File: src/rtl/fifo_buffer.sv
// rtl/fifo_buffer.sv - single-clock first-word-fall-through FIFO with exact registered full flag
module fifo_buffer #(
   parameter int DATA_WIDTH = 8,
   parameter int DEPTH      = 16,
   localparam int ADDR_WIDTH = $clog2(DEPTH)
) (
   input  logic                  clk,
   input  logic                  rst,
   input  logic                  write,
   input  logic [DATA_WIDTH-1:0] data_in,
   input  logic                  read,
   output logic [DATA_WIDTH-1:0] data_out,
   output logic                  empty,
   output logic                  full,
   output logic [ADDR_WIDTH:0]   count,
   output logic                  overflow,
   output logic                  underflow
);

   localparam logic [ADDR_WIDTH:0]   FULL_COUNT = (ADDR_WIDTH + 1)'(DEPTH);
   localparam logic [ADDR_WIDTH-1:0] PTR_ONE    = ADDR_WIDTH'(1);
   localparam logic [ADDR_WIDTH:0]   CNT_ONE    = (ADDR_WIDTH + 1)'(1);

   logic [DATA_WIDTH-1:0] mem [DEPTH];
   logic [ADDR_WIDTH-1:0] wp;
   logic [ADDR_WIDTH-1:0] rp;
   logic [ADDR_WIDTH:0]   count_next;
   logic                  wr_ok;
   logic                  rd_ok;

   // Flags come only from the registered count so flow control sees no input-to-flag path.
   assign empty = (count == '0);
   assign full  = (count == FULL_COUNT);

   // A write into a full FIFO is still accepted when a pop frees the head slot on the same edge.
   assign wr_ok = write & (~full | read);
   assign rd_ok = read & ~empty;

   // Head word is shown combinationally; zero while nothing is stored.
   assign data_out = empty ? '0 : mem[rp];

   // Next occupancy: push and pop on the same edge cancel out.
   always_comb begin
      count_next = count;
      case ({wr_ok, rd_ok})
         2'b10:   count_next = count + CNT_ONE;
         2'b01:   count_next = count - CNT_ONE;
         default: count_next = count;
      endcase
   end

   // Storage array; contents are not reset since the pointers define what is valid.
   always_ff @(posedge clk) begin
      if (wr_ok) begin
         mem[wp] <= data_in;
      end
   end

   // Pointers, occupancy and the one-cycle error pulses.
   always_ff @(posedge clk or negedge rst) begin
      if (!rst) begin
         wp        <= '0;
         rp        <= '0;
         count     <= '0;
         overflow  <= 1'b0;
         underflow <= 1'b0;
      end else begin
         if (wr_ok) begin
            wp <= wp + PTR_ONE;
         end
         if (rd_ok) begin
            rp <= rp + PTR_ONE;
         end
         count     <= count_next;
         overflow  <= write & full & ~read;
         underflow <= read & empty;
      end
   end

endmodule

File: config.mk
export PLATFORM = sky130hd
export DESIGN_NAME = fifo_buffer
export DESIGN_NICKNAME = d
export VERILOG_FILES = /design/src/rtl/fifo_buffer.sv
export SDC_FILE = /design/constraint.sdc
export NUM_CORES = 1
export LEC_CHECK = 0
export CAP_MARGIN = 25
export CORE_ASPECT_RATIO = 1.25
export CORE_UTILIZATION = 54
export DETAILED_ROUTE_END_ITERATION = 8
export PLACE_DENSITY = 0.73
export SETUP_SLACK_MARGIN = 0.02
export SYNTH_ARGS = -nofsm -noshare
export SYNTH_HDL_FRONTEND = slang
export SYNTH_SLANG_ARGS = --single-unit
export TNS_END_PERCENT = 30
File: constraint.sdc
create_clock -name clk -period 4.5 [get_ports clk]
set_input_delay 1.35 -clock clk [delete_from_list [all_inputs] [get_ports clk]]
set_output_delay 1.35 -clock clk [all_outputs]
set_load 0.1 [all_outputs]
Word-level counts from Yosys, hierarchy flattened
Memories as Yosys holds them, arrays and structs flattened.
Cells that the tools add are included.
- flip-flop bits (word level): 15
- RAM bits: 128
- input bits: 12
- output and inout bits: 17
- logic and storage cells: 28
- memories: 1
- memories (name ; depth ; width ; rd ports ; clocked after memory_dff ; wr ports ; line ; source):
    mem ; 16 ; 8 ; 1 ; 0 ; 1 ; 24 ; logic [DATA_WIDTH-1:0] mem [DEPTH];
- add/sub/neg operators: 4
- equality and inequality tests: 3
- mux-type cells: 4
- bitwise gates (word level): 9
- reduce and logical (&&, ||, !) cells: 2
- operator list (cell ; number):
    $pmux 5 s2 ; 1
    $add 4x1->4 const B ; 2
    $mux 8 ; 1
    $add 5x1->5 const B ; 1
    $and 1x1->1 ; 5
    $eq 5x5->1 const B ; 1
    $logic_not 5->1 ; 1
    $sub 5x1->5 const B ; 1
    $not 1->1 ; 3
    $eq 2x1->1 const B ; 1
    $eq 2x2->1 const B ; 1
    $mux 1 ; 2
    $reduce_bool 2->1 ; 1
    $or 1x1->1 ; 1

Depth between registers and ports, before layout
- depth after elaboration: 6
- gate-level depth with buffers: 13
- gate-level depth less buffers: 11

Worst setup path after synthesis
Ideal clock, no wire load.
- path kind: reg2out
- start point: reg count[1]
- end point: out data_out[1]
- arrival time: 3.202 ns
- required time: 3.150 ns
- path slack: -0.052 ns
- stages on the path, launching flop included: 7
- buffers on the path: 2
- path through: dfrtp_1 buf_2 nor4_1 nand2_1 clkbuf_2 o21ai_0 a21oi_1
- longest elaborated chain between the ends: 2
- ends and longest elaborated chain (what ; line ; source):
    from (decl) ; 15 ; output logic [ADDR_WIDTH:0] count,
    from (signal assigned) ; 74 ; count <= count_next;
    $logic_not 5->1 ; 32 ; assign empty = (count == '0);
    $mux 8 ; 40 ; assign data_out = empty ? '0 : mem[rp];
    to (decl) ; 12 ; output logic [DATA_WIDTH-1:0] data_out,
Every way passes these cells.

Worst setup path after layout
- start point: reg rp[1]
- end point: out data_out[4]
- longest elaborated chain between the ends: 2
- ends and longest elaborated chain (what ; line ; source):
    from (decl) ; 26 ; logic [ADDR_WIDTH-1:0] rp;
    from (signal assigned) ; 72 ; rp <= rp + PTR_ONE;
    $mem_v2 16x8 ; n/a ;
    $mux 8 ; 40 ;
Every way passes these cells.

==> impl_metrics.py <==
metrics = {
    "yosys": {
        "synthSimpleGateAreaFrac": 0.0425,
        "synthTopCellsByArea": "edfxtp_1, mux4_2, dfrtp_1, mux4_1, mux2_2",
        "synth-adder-area-share": 0.0168,
        "synth_top_family_by_area": "multiplexers",
        "yosysWarnings": 0,
        "synth_nets": 330,
        "synth_top_area_cell": "edfxtp_1",
        "synth-seq-cells": 143,
        "yosys.area.top_type_share": 0.646,
        "seq_area_frac_synth": 0.709,
        "synth_area_per_cell_um2": 19.2,
        "synthXorXnorAreaFrac": 0.0177,
        "netlist_instances": 310,
        "synth_area_um2": 5950,
        "muxShareOfSynthArea": 0.159,
        "synth_compound_area_frac": 0.0246,
        "yosysUniqueCellTypes": 40,
    },
    "placement": {
        "postPlaceCellArea_um2": 6400,
        "detailedPlace.worstSlack_ns": 0.233,
        "dp_hpwl_um": 7050,
        "place_inst": 462,
        "port_buffers": 28,
        "gp_congestion": 0.770,
    },
    "finish": {
        "syn_to_final_growth_pct": 17.5,
        "drive_gt1_frac": 0.249,
        "nets": 369,
        "n_antenna_cell": 0,
        "fillers": 736,
        "design_area_um2": 6990,
        "stdcell_count": 494,
    },
    "timing": {
        "post-route-period-util": 0.907,
        "finalCriticalPeriod_ns": 4.08,
        "finalHoldViolations": 0,
        "max_freq_ghz": 0.245,
        "finClkSkew_ns": 0.00652,
        "rsz0062_at_grt": "false",
        "setup_violations": 0,
        "worstMarginPinSlew_ns": 0.992,
        "worst_slack_ns": 0.419,
        "slew_violations": 0,
        "max_slew_margin": 0.337,
    },
    "worst_setup_path": {
        "path_cells": "buf_4 -> mux4_1 -> mux2_2 -> o21ai_1 -> a21oi_1 -> buf_12",
        "rrSetupSlack_ns": 0.94,
        "cp_slowest_cell": "mux4_1",
        "critPathMaxStageDelay_ns": 0.62,
        "worstPathArrival_ns": 2.73,
        "setup.worst_path.start_class": "register",
        "crit_family": "multiplexers",
        "critPathMaxFanout": 12,
        "endpoint_kind": "output pin",
        "critical_path_class": "reg -> out",
        "crit_required_ns": 3.15,
        "cp_num_buf_inv": 2,
    },
    "floorplan": {
        "ioPinCount": 29,
        "rows": 42,
        "dieArea_um2": 11400,
        "initial_core_util": 0.558,
        "core_area_um2": 10700,
        "die_h_um": 119,
        "die_w_um": 95.9,
    },
    "routing": {
        "vias_per_cell": 5.92,
        "wl_per_cell_um": 22.6,
        "ant_nets": 0,
        "firstDrtPassIters": 6,
        "num_vias": 2925,
        "post-route-drc-count": 0,
        "drt_iter0_markers": 165,
        "drt-total-wl_um": 11200,
    },
    "status": {
        "status": "complete, no violations",
    },
    "cts": {
        "path_clk_slew_ns": 0.06,
        "cts_tree": "yes",
        "cts_sinks": 143,
        "clk_path_buf_depth": 2,
        "cts_made_buffers": 17,
        "ctsResizeCount": 0,
        "cts_max_level": 4,
        "cts_hold_buf": 0,
        "insertion_delay_ns": 0.42,
        "postCtsSetupRepairBufs": 0,
        "cts_root_buf": "clkbuf_16",
    },
    "grt": {
        "antenna_found_initial": 0,
        "grt_max_degree": 25,
        "grt_pass1_wl_um": 17400,
        "grt_overflow": 0,
        "grt_pass1_vias": 3074,
        "track_usage": 0.221,
    },
    "job": {
        "cap_violations": 0,
    },
    "worst_hold_path": {
        "hold_path.class": "reg -> reg",
    },
}
[layer usage]
layer	up-vias	wire length, um	track usage
met5	-	0	0
li1	1319	-	-
met1	1464	4600	0.294
met4	0	300	0.0970
met3	28	648	0.0600
met2	114	5630	0.342
[registers in the layout, summed over array words and instances, names as in the netlist]
register   count
mem          128
rp             4
underflow      1
overflow       1
count          5
wp             4
[stage by stage]
step | hold slack [ns] | util | setup TNS (ns)
floorplan | 0.574 | - | -0.235
global placement | 0.522 | 0.600 | 0
detailed placement | 0.523 | 0.600 | 0
CTS | 0.531 | 0.655 | 0
global route | 0.582 | 0.655 | 0
finish | 0.526 | 0.655 | 0
[synthesized netlist by cell type, drive strengths merged]
library cell    n
a211o           1
a21boi          1
a21oi          11
a31oi           1
and2            8
and3            5
buf            12
clkbuf          6
dfrtp          15
edfxtp        128
ha              8
inv             8
mux2           10
mux2i           8
mux4           32
nand2           5
nand3           7
nand3b          2
nand4           1
nor2            8
nor2b           1
nor3            2
nor3b           2
nor4            2
o21ai          11
o31ai           1
or4             1
or4b            1
xnor2           8
xor2            4
[final cells by class]
type,count,area (um2),area share
well taps,132,165,0.0236
multi-input cells,141,1560,0.223
flip-flops and latches,143,4220,0.604
inverters,8,30.0,0.00430
clock buffers,17,425,0.0609
clock inverters,15,159,0.0227
repair buffers,38,430,0.0616
[worst paths after layout]
kind / cells past startpoint / startpoint / to
min in group asynchronous: 1 / rst / overflow
max in group asynchronous: 1 / rst / rp[0]
max: 6 / rp[1] / data_out[4]
min reg2reg: 1 / rp[0] / rp[0]
min: 1 / rp[0] / rp[0]
max reg2reg: 11 / count[2] / count[4]
[cell families after synthesis]
kind of cell | after synthesis
compound gates | 26
xor+xnor | 12
fa+ha+maj | 8
buf+inv | 26
flops | 143
mux | 50
simple gates | 45
[layout by cell type (no fill, tap or decap), drive strengths merged, types with 4 or more instances in the layout]
cell / synthesis / final
a21oi: 11 / 11
nand3: 7 / 7
inv: 8 / 12
mux4: 32 / 32
clkinv: 0 / 4
clkdlybuf4s50: 0 / 18
clkbuf: 6 / 17
ha: 8 / 8
xor2: 4 / 4
dfrtp: 15 / 15
and3: 5 / 5
mux2: 10 / 10
xnor2: 8 / 8
o21ai: 11 / 11
edfxtp: 128 / 128
and2: 8 / 8
clkinvlp: 0 / 5
mux2i: 8 / 8
nand2: 5 / 5
buf: 12 / 20
nor2: 8 / 8
Power is not shown: default switching activity piles up to over one toggle a cycle in this logic, so the estimate is an artifact.
